### config.mk
export PLATFORM = sky130hd
export DESIGN_NAME = spi_eeprom_reader
export DESIGN_NICKNAME = d
export VERILOG_FILES = /design/src/rtl/spi_reader_pkg.sv /design/src/rtl/spi_clk_gen.sv /design/src/rtl/spi_eeprom_reader.sv
export SDC_FILE = /design/constraint.sdc
export NUM_CORES = 1
export LEC_CHECK = 0
export ABC_AREA = 1
export BUFFER_PORTS_ARGS = -buffer_cell sky130_fd_sc_hd__buf_2
export CAP_MARGIN = 25
export CORE_AREA = 10 10 121 123
export DETAILED_ROUTE_END_ITERATION = 10
export DIE_AREA = 0 0 131 133
export PLACE_DENSITY = 0.56
export SYNTH_ARGS = -nofsm -noshare
export SYNTH_HDL_FRONTEND = slang
export SYNTH_SLANG_ARGS = --single-unit
### constraint.sdc
create_clock -name ACLK -period 1.9 [get_ports ACLK]
set_input_delay 0.38 -clock ACLK [delete_from_list [all_inputs] [get_ports ACLK]]
set_output_delay 0.38 -clock ACLK [all_outputs]
set_load 0.05 [all_outputs]
### src/rtl/spi_reader_pkg.sv
// Shared types and constants for the SPI EEPROM read engine.
package spi_reader_pkg;

  typedef enum logic [2:0] {
    IDLE,
    CS_SETUP,
    HEADER,
    DATA,
    STALL,
    CS_HOLD,
    DRAIN
  } state_t;

  localparam int HDR_BITS  = 24;
  localparam int BYTE_BITS = 8;

  // A Len of zero requests a full 256-byte burst.
  function automatic logic [8:0] burst_len(input logic [7:0] len);
    return (len == 8'd0) ? 9'd256 : {1'b0, len};
  endfunction

endpackage

### src/rtl/spi_clk_gen.sv
// Half-period counter producing SCK rise/fall strobes; the phase alternates
// on every terminal count, starting with a rise after a clear.
module spi_clk_gen #(
  parameter int CLK_DIV = 10
) (
  input  logic clk,
  input  logic rst_n,
  input  logic en,
  input  logic clr,
  output logic sck_rise,
  output logic sck_fall
);

  localparam int CW = $clog2(CLK_DIV);

  logic [CW-1:0] cnt;
  logic          phase;
  logic          tick;

  assign tick     = en && (cnt == CW'(CLK_DIV - 1));
  assign sck_rise = tick && !phase;
  assign sck_fall = tick && phase;

  always_ff @(posedge clk or negedge rst_n) begin
    if (!rst_n) begin
      cnt   <= '0;
      phase <= 1'b0;
    end else if (clr) begin
      cnt   <= '0;
      phase <= 1'b0;
    end else if (en) begin
      if (tick) begin
        cnt   <= '0;
        phase <= !phase;
      end else begin
        cnt <= cnt + CW'(1);
      end
    end
  end

endmodule

### src/rtl/spi_eeprom_reader.sv
// SPI mode-0 burst reader: sends READ + 16-bit address, then streams received
// bytes through a single-entry valid/ready output register.
module spi_eeprom_reader
  import spi_reader_pkg::*;
#(
  parameter int         CLK_DIV  = 10,
  parameter logic [7:0] READ_CMD = 8'h03
) (
  input  logic        ACLK,
  input  logic        ARESETn,
  input  logic        Start,
  input  logic [15:0] Addr,
  input  logic [7:0]  Len,
  output logic        Busy,
  output logic [7:0]  RD_Data,
  output logic        RD_Valid,
  input  logic        RD_Ready,
  output logic        SPI_SCK,
  output logic        SPI_CS_N,
  output logic        SPI_MOSI,
  input  logic        SPI_MISO
);

  state_t      state;
  logic        pending;
  logic        busy;
  logic        cs_n;
  logic        sck;
  logic        mosi;
  logic [23:0] hdr_sr;
  logic [7:0]  rx_sr;
  logic [7:0]  rx_byte;
  logic        byte_full;
  logic [4:0]  bit_cnt;
  logic [8:0]  rem;
  logic [7:0]  rd_data;
  logic        rd_valid;
  logic        clr_hold;

  logic        gen_en;
  logic        gen_clr;
  logic        sck_rise;
  logic        sck_fall;
  logic        out_free;

  // In STALL the generator runs only to finish a high phase, so SCK parks low.
  assign gen_en  = (state == CS_SETUP) || (state == HEADER) || (state == DATA) ||
                   (state == CS_HOLD)  || ((state == STALL) && sck);
  assign gen_clr = (state == IDLE) || clr_hold;
  assign out_free = !rd_valid || RD_Ready;

  spi_clk_gen #(
    .CLK_DIV (CLK_DIV)
  ) u_clk_gen (
    .clk      (ACLK),
    .rst_n    (ARESETn),
    .en       (gen_en),
    .clr      (gen_clr),
    .sck_rise (sck_rise),
    .sck_fall (sck_fall)
  );

  always_ff @(posedge ACLK or negedge ARESETn) begin
    if (!ARESETn) begin
      state     <= IDLE;
      pending   <= 1'b0;
      busy      <= 1'b0;
      cs_n      <= 1'b1;
      sck       <= 1'b0;
      mosi      <= 1'b0;
      hdr_sr    <= '0;
      rx_sr     <= '0;
      rx_byte   <= '0;
      byte_full <= 1'b0;
      bit_cnt   <= '0;
      rem       <= '0;
      rd_data   <= '0;
      rd_valid  <= 1'b0;
      clr_hold  <= 1'b0;
    end else begin
      clr_hold <= 1'b0;

      // A completed byte moves out whenever the output slot is free or being
      // emptied this cycle, so back-to-back bytes keep RD_Valid high.
      if (byte_full && out_free) begin
        rd_data   <= rx_byte;
        rd_valid  <= 1'b1;
        byte_full <= 1'b0;
      end else if (rd_valid && RD_Ready) begin
        rd_valid <= 1'b0;
      end

      case (state)
        IDLE: begin
          if (pending) begin
            pending <= 1'b0;
            busy    <= 1'b1;
            cs_n    <= 1'b0;
            mosi    <= hdr_sr[23];
            hdr_sr  <= {hdr_sr[22:0], 1'b0};
            bit_cnt <= '0;
            state   <= CS_SETUP;
          end else if (Start) begin
            pending <= 1'b1;
            hdr_sr  <= {READ_CMD, Addr};
            rem     <= burst_len(Len);
          end
        end

        CS_SETUP: begin
          // The end of the setup half-period is the first SCK rise.
          if (sck_rise) begin
            sck     <= 1'b1;
            bit_cnt <= 5'd1;
            state   <= HEADER;
          end
        end

        HEADER: begin
          if (sck_rise) begin
            sck     <= 1'b1;
            bit_cnt <= bit_cnt + 5'd1;
          end else if (sck_fall) begin
            sck <= 1'b0;
            if (bit_cnt == 5'(HDR_BITS)) begin
              mosi    <= 1'b0;
              bit_cnt <= '0;
              state   <= DATA;
            end else begin
              mosi   <= hdr_sr[23];
              hdr_sr <= {hdr_sr[22:0], 1'b0};
            end
          end
        end

        DATA: begin
          if (sck_rise) begin
            sck <= 1'b1;
            if (bit_cnt == 5'(BYTE_BITS - 1)) begin
              rx_byte   <= {rx_sr[6:0], SPI_MISO};
              byte_full <= 1'b1;
              bit_cnt   <= '0;
              rem       <= rem - 9'd1;
            end else begin
              rx_sr   <= {rx_sr[6:0], SPI_MISO};
              bit_cnt <= bit_cnt + 5'd1;
            end
          end else if (sck_fall) begin
            sck <= 1'b0;
            if ((rem == 9'd0) && (bit_cnt == 5'd0)) begin
              clr_hold <= 1'b1;
              state    <= CS_HOLD;
            end
          end else if (byte_full && !out_free && (rem != 9'd0)) begin
            // The final byte never stalls: it just waits in rx_byte while CS closes.
            state <= STALL;
          end
        end

        STALL: begin
          if (sck_fall) begin
            sck <= 1'b0;
          end
          if (rd_valid && RD_Ready) begin
            state <= DATA;
          end
        end

        CS_HOLD: begin
          if (sck_rise || sck_fall) begin
            if (!cs_n) begin
              cs_n <= 1'b1;
            end else if (!rd_valid && !byte_full) begin
              busy  <= 1'b0;
              state <= IDLE;
            end else begin
              state <= DRAIN;
            end
          end
        end

        DRAIN: begin
          if (!rd_valid && !byte_full) begin
            busy  <= 1'b0;
            state <= IDLE;
          end
        end

        default: state <= IDLE;
      endcase
    end
  end

  assign Busy     = busy;
  assign RD_Data  = rd_data;
  assign RD_Valid = rd_valid;
  assign SPI_SCK  = sck;
  assign SPI_CS_N = cs_n;
  assign SPI_MOSI = mosi;

endmodule
[Yosys cells after proc, flatten, opt, wreduce, memory -nomap -nowiden]
Index checks and enable logic that the tools add are counted.
Operators by class
  reductions and logical operators: 47
  divide/modulo/power cells: 0
  $add $sub $neg: 3
  order comparisons: 0
  eq/ne operators: 29
  shifts and indexed selects: 0
  multiply operators: 0
  multiplexer cells: 70
  bitwise gates (word level): 1
Operators by type and width (count)
  $mux W24: 5
  $pmux W24 S2: 1
  $mux W9: 5
  $mux W3: 14
  $mux W5: 7
  $mux W1: 28
  $ne A2 B2 Y1 const B: 11
  $pmux W3 S7: 1
  $pmux W5 S4: 1
  $pmux W9 S2: 1
  $mux W4: 3
  $reduce_and A12 Y1: 1
  $reduce_bool A2 Y1: 6
  $logic_and A1 B1 Y1: 10
  $reduce_and A5 Y1: 2
  $eq A3 B3 Y1 const B: 3
  $logic_not A9 Y1: 1
  $ne A3 B2 Y1 const B: 3
  $reduce_and A3 Y1: 3
  $reduce_bool A9 Y1: 1
  $sub A9 B1 Y9 const B: 1
  $logic_not A8 Y1: 1
  $ne A2 B1 Y1 const B: 4
  $reduce_and A4 Y1: 2
  20 further kinds: 35
Storage, ports and cells
  register bits: 77
  input bits: 29
  ROM bits: 0
  word-level logic and storage cells: 167
  memories: 0
  RAM bits: 0
  latch bits: 0

[Longest topological paths before layout]
  depth in word-level cells: 10
  mapped depth: 14

[Hierarchy]
From an unflattened synthesis, not the netlist that was laid out.
Second synthesis, totals
  cell total of the unflattened synthesis: 492
  area total of the unflattened synthesis: 4026.4 um^2
Modules (own cells, without submodules)
  spi_eeprom_reader: sequential area each 1803.0 um^2, cells each 446, area each 3697.3 um^2, times used 1
  spi_clk_gen: sequential area each 125.1 um^2, cells each 46, area each 329.1 um^2, times used 1

[Worst setup path after synthesis]
OpenSTA, ideal clock, no wires.
  path type: register to register
  from: reg u_clk_gen.cnt[1]
  to: reg hdr_sr[4]
  arrival time: 1.629 ns
  buffers on the path: 3
  cell stages (with the launch flop): 12
  library setup time: 0.121 ns
  period minus slack after synthesis: 1.750 ns
  slack: 0.150 ns
  cell sequence: dfrtp_1 > inv_1 > ha_1 > and3_1 > buf_1 > nand3_4 > nand2_2 > nand3_2 > buf_6 > buf_8 > nand2_2 > o21ai_2
Between the ends
  longest elaborated chain between the ends: 5
  elaborated cells between the ends (all ways): 7
Ends and longest elaborated chain
  start, declared: RTL line spi_clk_gen.sv:16  | logic [CW-1:0] cnt;
  start signal, assigned: RTL line spi_clk_gen.sv:36  | cnt <= cnt + CW'(1);
  $eq A4 B4 Y1 *: RTL line spi_clk_gen.sv:20  | assign tick = en && (cnt == CW'(CLK_DIV - 1));
  $logic_and A1 B1 Y1 *: RTL line spi_clk_gen.sv:20
  $logic_and A1 B1 Y1, on equally long branches: RTL line spi_clk_gen.sv:22, spi_clk_gen.sv:21
  $ne A2 B2 Y1 (no line)
  $reduce_and A5 Y1 (no line) *
  end signal, assigned: RTL line spi_eeprom_reader.sv:100  | hdr_sr <= {hdr_sr[22:0], 1'b0};
  end signal, assigned: RTL line spi_eeprom_reader.sv:105  | hdr_sr <= {READ_CMD, Addr};
  end signal, assigned: RTL line spi_eeprom_reader.sv:131  | hdr_sr <= {hdr_sr[22:0], 1'b0};
  end, declared: RTL line spi_eeprom_reader.sv:30  | logic [23:0] hdr_sr;
Every way passes the cells marked *; elsewhere a longest branch is shown, timed or not.
A chain may end at the register's enable or synchronous reset.

[Final worst setup path]
  from: reg state[1]
  to: reg bit_cnt[1]
Between the ends
  longest elaborated chain between the ends: 9
  elaborated cells between the ends (all ways): 23
Ends and longest elaborated chain
  start, declared: RTL line spi_eeprom_reader.sv:24  | state_t state;
  start signal, assigned: RTL line spi_eeprom_reader.sv:65  | state <= IDLE;
  start signal, assigned: RTL line spi_eeprom_reader.sv:102  | state <= CS_SETUP;
  start signal, assigned: RTL line spi_eeprom_reader.sv:115  | state <= HEADER;
  $eq A3 B1 Y1 or $eq A3 B2 Y1 (tied branches): RTL line spi_eeprom_reader.sv:47, spi_eeprom_reader.sv:93
  $logic_or A1 B1 Y1 (3 in a row): RTL line spi_eeprom_reader.sv:47  | assign gen_en = (state == CS_SETUP) || (state == HEADER) || (state == DATA) ||
  $logic_or A1 B1 Y1: RTL line spi_eeprom_reader.sv:48  | (state == CS_HOLD) || ((state == STALL) && sck);
  $logic_and A1 B1 Y1: RTL line spi_clk_gen.sv:20
  $logic_and A1 B1 Y1, on equally long branches: RTL line spi_clk_gen.sv:21, spi_clk_gen.sv:22
  $ne A3 B2 Y1 (no line) (tied with other cells)
  $reduce_and A6 Y1 (no line) or $pmux W5 S4 (tied branches)
  end signal, assigned: RTL line spi_eeprom_reader.sv:122  | bit_cnt <= bit_cnt + 5'd1;
  end signal, assigned: RTL line spi_eeprom_reader.sv:146  | bit_cnt <= bit_cnt + 5'd1;
  end, declared: RTL line spi_eeprom_reader.sv:34  | logic [4:0] bit_cnt;
Parallel ways exist; a longest one is shown, timed or not.

==> reports/qor.log <==
INFO  power          peakVddDrop=0.416mV
INFO  cells_and_area antenna-diode-count=0
INFO  cells_and_area area_growth=18.5%
INFO  drt            antenna_left=0
INFO  run            max_cap_viol_count=0
INFO  worst_setup_path timing.critical_path.max_delay_family=simple AND/OR/NAND/NOR gates
INFO  global_route   grt_pass1_vias=3,289
INFO  worst_setup_path setup.worst_path.start_class=register
INFO  timing         timing.final.crit_period=1730ps
INFO  drt            drt_pass1_iterations=4
INFO  die            die_w=131um
INFO  timing         slew_viol_final=0
INFO  global_route   globalRoute.totalOverflow=0
INFO  die            placeableCoreArea=12,400squm
INFO  worst_setup_path timing.critical_path.buf_inv=0
INFO  place          port-buffer-count=41
INFO  timing         timing.final.hold_violations=0
INFO  power          power.share.switching=0.206
INFO  power          clockPowerShare=0.492
INFO  worst_setup_path crit_path_max_incr_delay=460ps
INFO  power          totalPowerFinal=3420uW
INFO  clock_network  cts_tree=yes
INFO  drt            drt-total-wl=8.99mm
INFO  timing         setup_violations=0
INFO  die            die-height=133um
INFO  logic_synthesis synth_most_common_cell=nand2_1
INFO  worst_setup_path critPathKind=reg2reg
INFO  timing         achievable_frequency=0.579GHz
INFO  timing         worstMarginPinSlew=395ps
INFO  logic_synthesis synth-seq-area-share=0.456
INFO  die            initial_utilization=0.342
INFO  clock_network  cts_buffer_depth=2
INFO  place          dp.cells=734
INFO  drt            detailedRoute.firstIterationViolations=212
INFO  worst_setup_path timing.critical_path.cells=nor2_4 > nand3_4 > nand2_8 > nand2_2 > nand2_1 > nand2_1 > nor2_4 > nand2_2 > nand2_1 > o21ai_1
INFO  timing         rsz0062_at_grt=false
INFO  cells_and_area filler_cell_count=1,279
INFO  timing         hold-worst-slack=300ps
INFO  logic_synthesis asyncSetResetFlopFracSynth=1.00
INFO  die            rows=41
INFO  logic_synthesis syn-instance-count=525
INFO  place          gp_routability_congestion=0.859
INFO  power          power_frac_seq=0.481
INFO  logic_synthesis yosysWarnings=0
INFO  global_route   grt_util_all_layers=0.109
INFO  power          power_leakage=0.00245uW
INFO  worst_hold_path hp-class=in2reg
INFO  logic_synthesis synthesis.area_per_instance=8.05squm
INFO  timing         setup_total_negative_slack=0ps
INFO  clock_network  root_buffer=clkbuf_16
INFO  worst_setup_path timing.critical_path.to_type=register
INFO  worst_setup_path required=2120ps
INFO  power          netSwitchingPower=704uW
INFO  logic_synthesis cell_area_after_technology_mapping=4230squm
INFO  drt            vias=3,434
INFO  logic_synthesis synth_cell_types=39
INFO  drt            drc_errors=0
INFO  clock_network  htreeDepth=3
INFO  worst_setup_path worst-endpoint-arrival=1950ps
INFO  worst_setup_path cp_max_fo=7
INFO  drt            route.detailed.vias_per_inst=4.57
INFO  clock_network  clk_pin_slew=60ps
INFO  global_route   grt_start_max_net_pins=49
INFO  cells_and_area final_layout_size_suffix_gt1_frac=0.250
INFO  timing         post-route-period-util=0.910
INFO  die            ioPinCount=42
INFO  worst_setup_path cpMaxStageDelayCell=dfrtp_2
INFO  logic_synthesis ys_dominant_reg_cell=dfrtp_1
INFO  worst_setup_path critical-path-top-cell-by-count=nand2_1
INFO  power          comb_power_share=0.026
INFO  logic_synthesis post_synth_main_area_contributors=dfrtp_1, nand2_1, inv_1, o21ai_2, o21ai_0
INFO  logic_synthesis synth_enable_flop_cells=0
INFO  logic_synthesis synth_area_leader_cell=dfrtp_1
INFO  cells_and_area seqCellArea=1930squm
INFO  clock_network  number_of_clock_buffers_inserted_by_tritoncts=9
INFO  logic_synthesis postSynthNetCount=560
INFO  logic_synthesis ys_seq_elements=77
INFO  cells_and_area post_layout_nonfiller_instances=751
INFO  clock_network  clock_sinks=77
INFO  drt            drt-wirelength-per-cell=12.0um
INFO  cells_and_area area_of_combinational_cells_with_multiple_inputs=1950squm
INFO  logic_synthesis synth_top_area_share=0.450
INFO  place          half_perimeter_wire_length_after_detailed_placement=6.62mm
INFO  power          power_density=682nW/um^2
INFO  global_route   antenna_found_initial=0
INFO  timing         finClkSkew=8.32ps
INFO  global_route   first_pass_grt_wire_length=15.4mm
INFO  logic_synthesis synth.cells.most_frequent=nand2_1, dfrtp_1, inv_1, nor2_1, o21ai_0
INFO  die            die-area=17,400squm
INFO  timing         maxSlewHeadroom=0.737
INFO  clock_network  source_to_sink_clock_delay_at_the_later_pin_of_the_worst_skew_pair=340ps
INFO  outcome        status=finished, final reports clean
INFO  cells_and_area final_layout_net_count=611
INFO  power          internal_power=2710uW
## path summary, 6_finish.rpt
kind	from	to	slack, ps	cells past startpoint
min in group asynchronous	ARESETn	rem[0]	510	2
setup / recovery	state[1]	bit_cnt[1]	170	10
setup reg to reg	state[1]	bit_cnt[1]	170	10
max in group asynchronous	ARESETn	SPI_CS_N	790	3
hold reg to reg	rx_byte[7]	rx_byte[7]	470	2
hold / removal	Addr[0]	hdr_sr[0]	300	3
## what timing repair did
action | in CTS | in global routing
buffers inserted | 0 | 2
gates resized for setup | 0 | 10
setup endpoints to repair | 0 | 23
endpoints found under the hold margin | 26 | 0
hold buffers | 1 | 0
## cell families (layout without fill, tap and decap cells)
family | after synthesis | in the layout | share of synthesized area
multiplexers | 8 | 8 | 0.0213
XOR/XNOR | 2 | 2 | 0.00415
AND/OR/NAND/NOR | 268 | 268 | 0.296
buffers and inverters | 83 | 137 | 0.0885
adder cells (fa/ha/maj) | 6 | 6 | 0.0178
AO/OA/AOI/OAI | 81 | 81 | 0.115
flip-flops | 77 | 77 | 0.456
## area by class of cell
class	count	share of cell area
clock buffer	10	0.0477
sequential	77	0.385
clock inverter	4	0.0100
timing repair buffer	54	0.0715
tap	172	0.0430
inverter	69	0.0535
multi-input combinational	365	0.389
## metal layers
layer  part of all wire  GRT usage
met5                  0          0
met4              0.020     0.0581
met3              0.048     0.0272
met2               0.47      0.167
met1               0.46      0.138
## tightest hold or removal path, delay by kind of cell
| kind | cells | cell delay (ps) |
|---|---|---|
| buffers and inverters | 1 | 100 |
| AO/OA/AOI/OAI | 1 | 70 |
| AND/OR/NAND/NOR | 1 | 50 |
## placed cells by master, fill, tap and decap left out, types with 2 or more instances in the layout
| cell type | n |
|---|---|
| a21oi_1 | 8 |
| buf_12 | 4 |
| buf_2 | 40 |
| buf_4 | 9 |
| clkbuf_16 | 9 |
| clkinv_2 | 2 |
| clkinvlp_4 | 2 |
| dfrtp_1 | 75 |
| ha_1 | 6 |
| inv_1 | 57 |
| inv_2 | 8 |
| inv_4 | 3 |
| mux2_2 | 8 |
| nand2_1 | 170 |
| nand2_2 | 14 |
| nand2_4 | 4 |
| nand3_1 | 15 |
| nand3_2 | 2 |
| nand3_4 | 3 |
| nand4_1 | 9 |
| nor2_1 | 25 |
| nor2_2 | 4 |
| nor2_4 | 7 |
| nor3_1 | 9 |
| o21ai_0 | 26 |
| o21ai_1 | 22 |
| o21ai_2 | 18 |
| o31ai_1 | 3 |
## stage by stage
step | area [sq um] | utilization | setup slack [ps]
2_1_floorplan | 4230 | - | 150
3_5_place_dp | 4660 | 0.377 | 65.7
4_1_cts | 4960 | 0.401 | 50.1
3_3_place_gp | 4660 | 0.377 | 132
5_1_grt | 5010 | 0.405 | 9.78
6_report | 5010 | 0.405 | 172
## state kept, by name, indices dropped and copies added, names as in the netlist
name,count
bit_cnt,5
Busy,1
rx_byte,8
SPI_SCK,1
SPI_MOSI,1
state,3
clr_hold,1
RD_Valid,1
u_clk_gen.cnt,4
byte_full,1
rx_sr,7
rem,9
hdr_sr,24
u_clk_gen.phase,1
SPI_CS_N,1
RD_Data,8
pending,1
## power by group through the flow
stage	sequential (uW)	combinational, uW	clock (uW)
after floorplan	1680	10.7	0
after global placement	1670	91.9	0
after detailed placement	1670	92.9	0
after CTS	1640	95.1	1740
after global routing	1640	106	1790
final	1640	90.4	1680
Note: power is estimated with default switching activity, not from simulation.
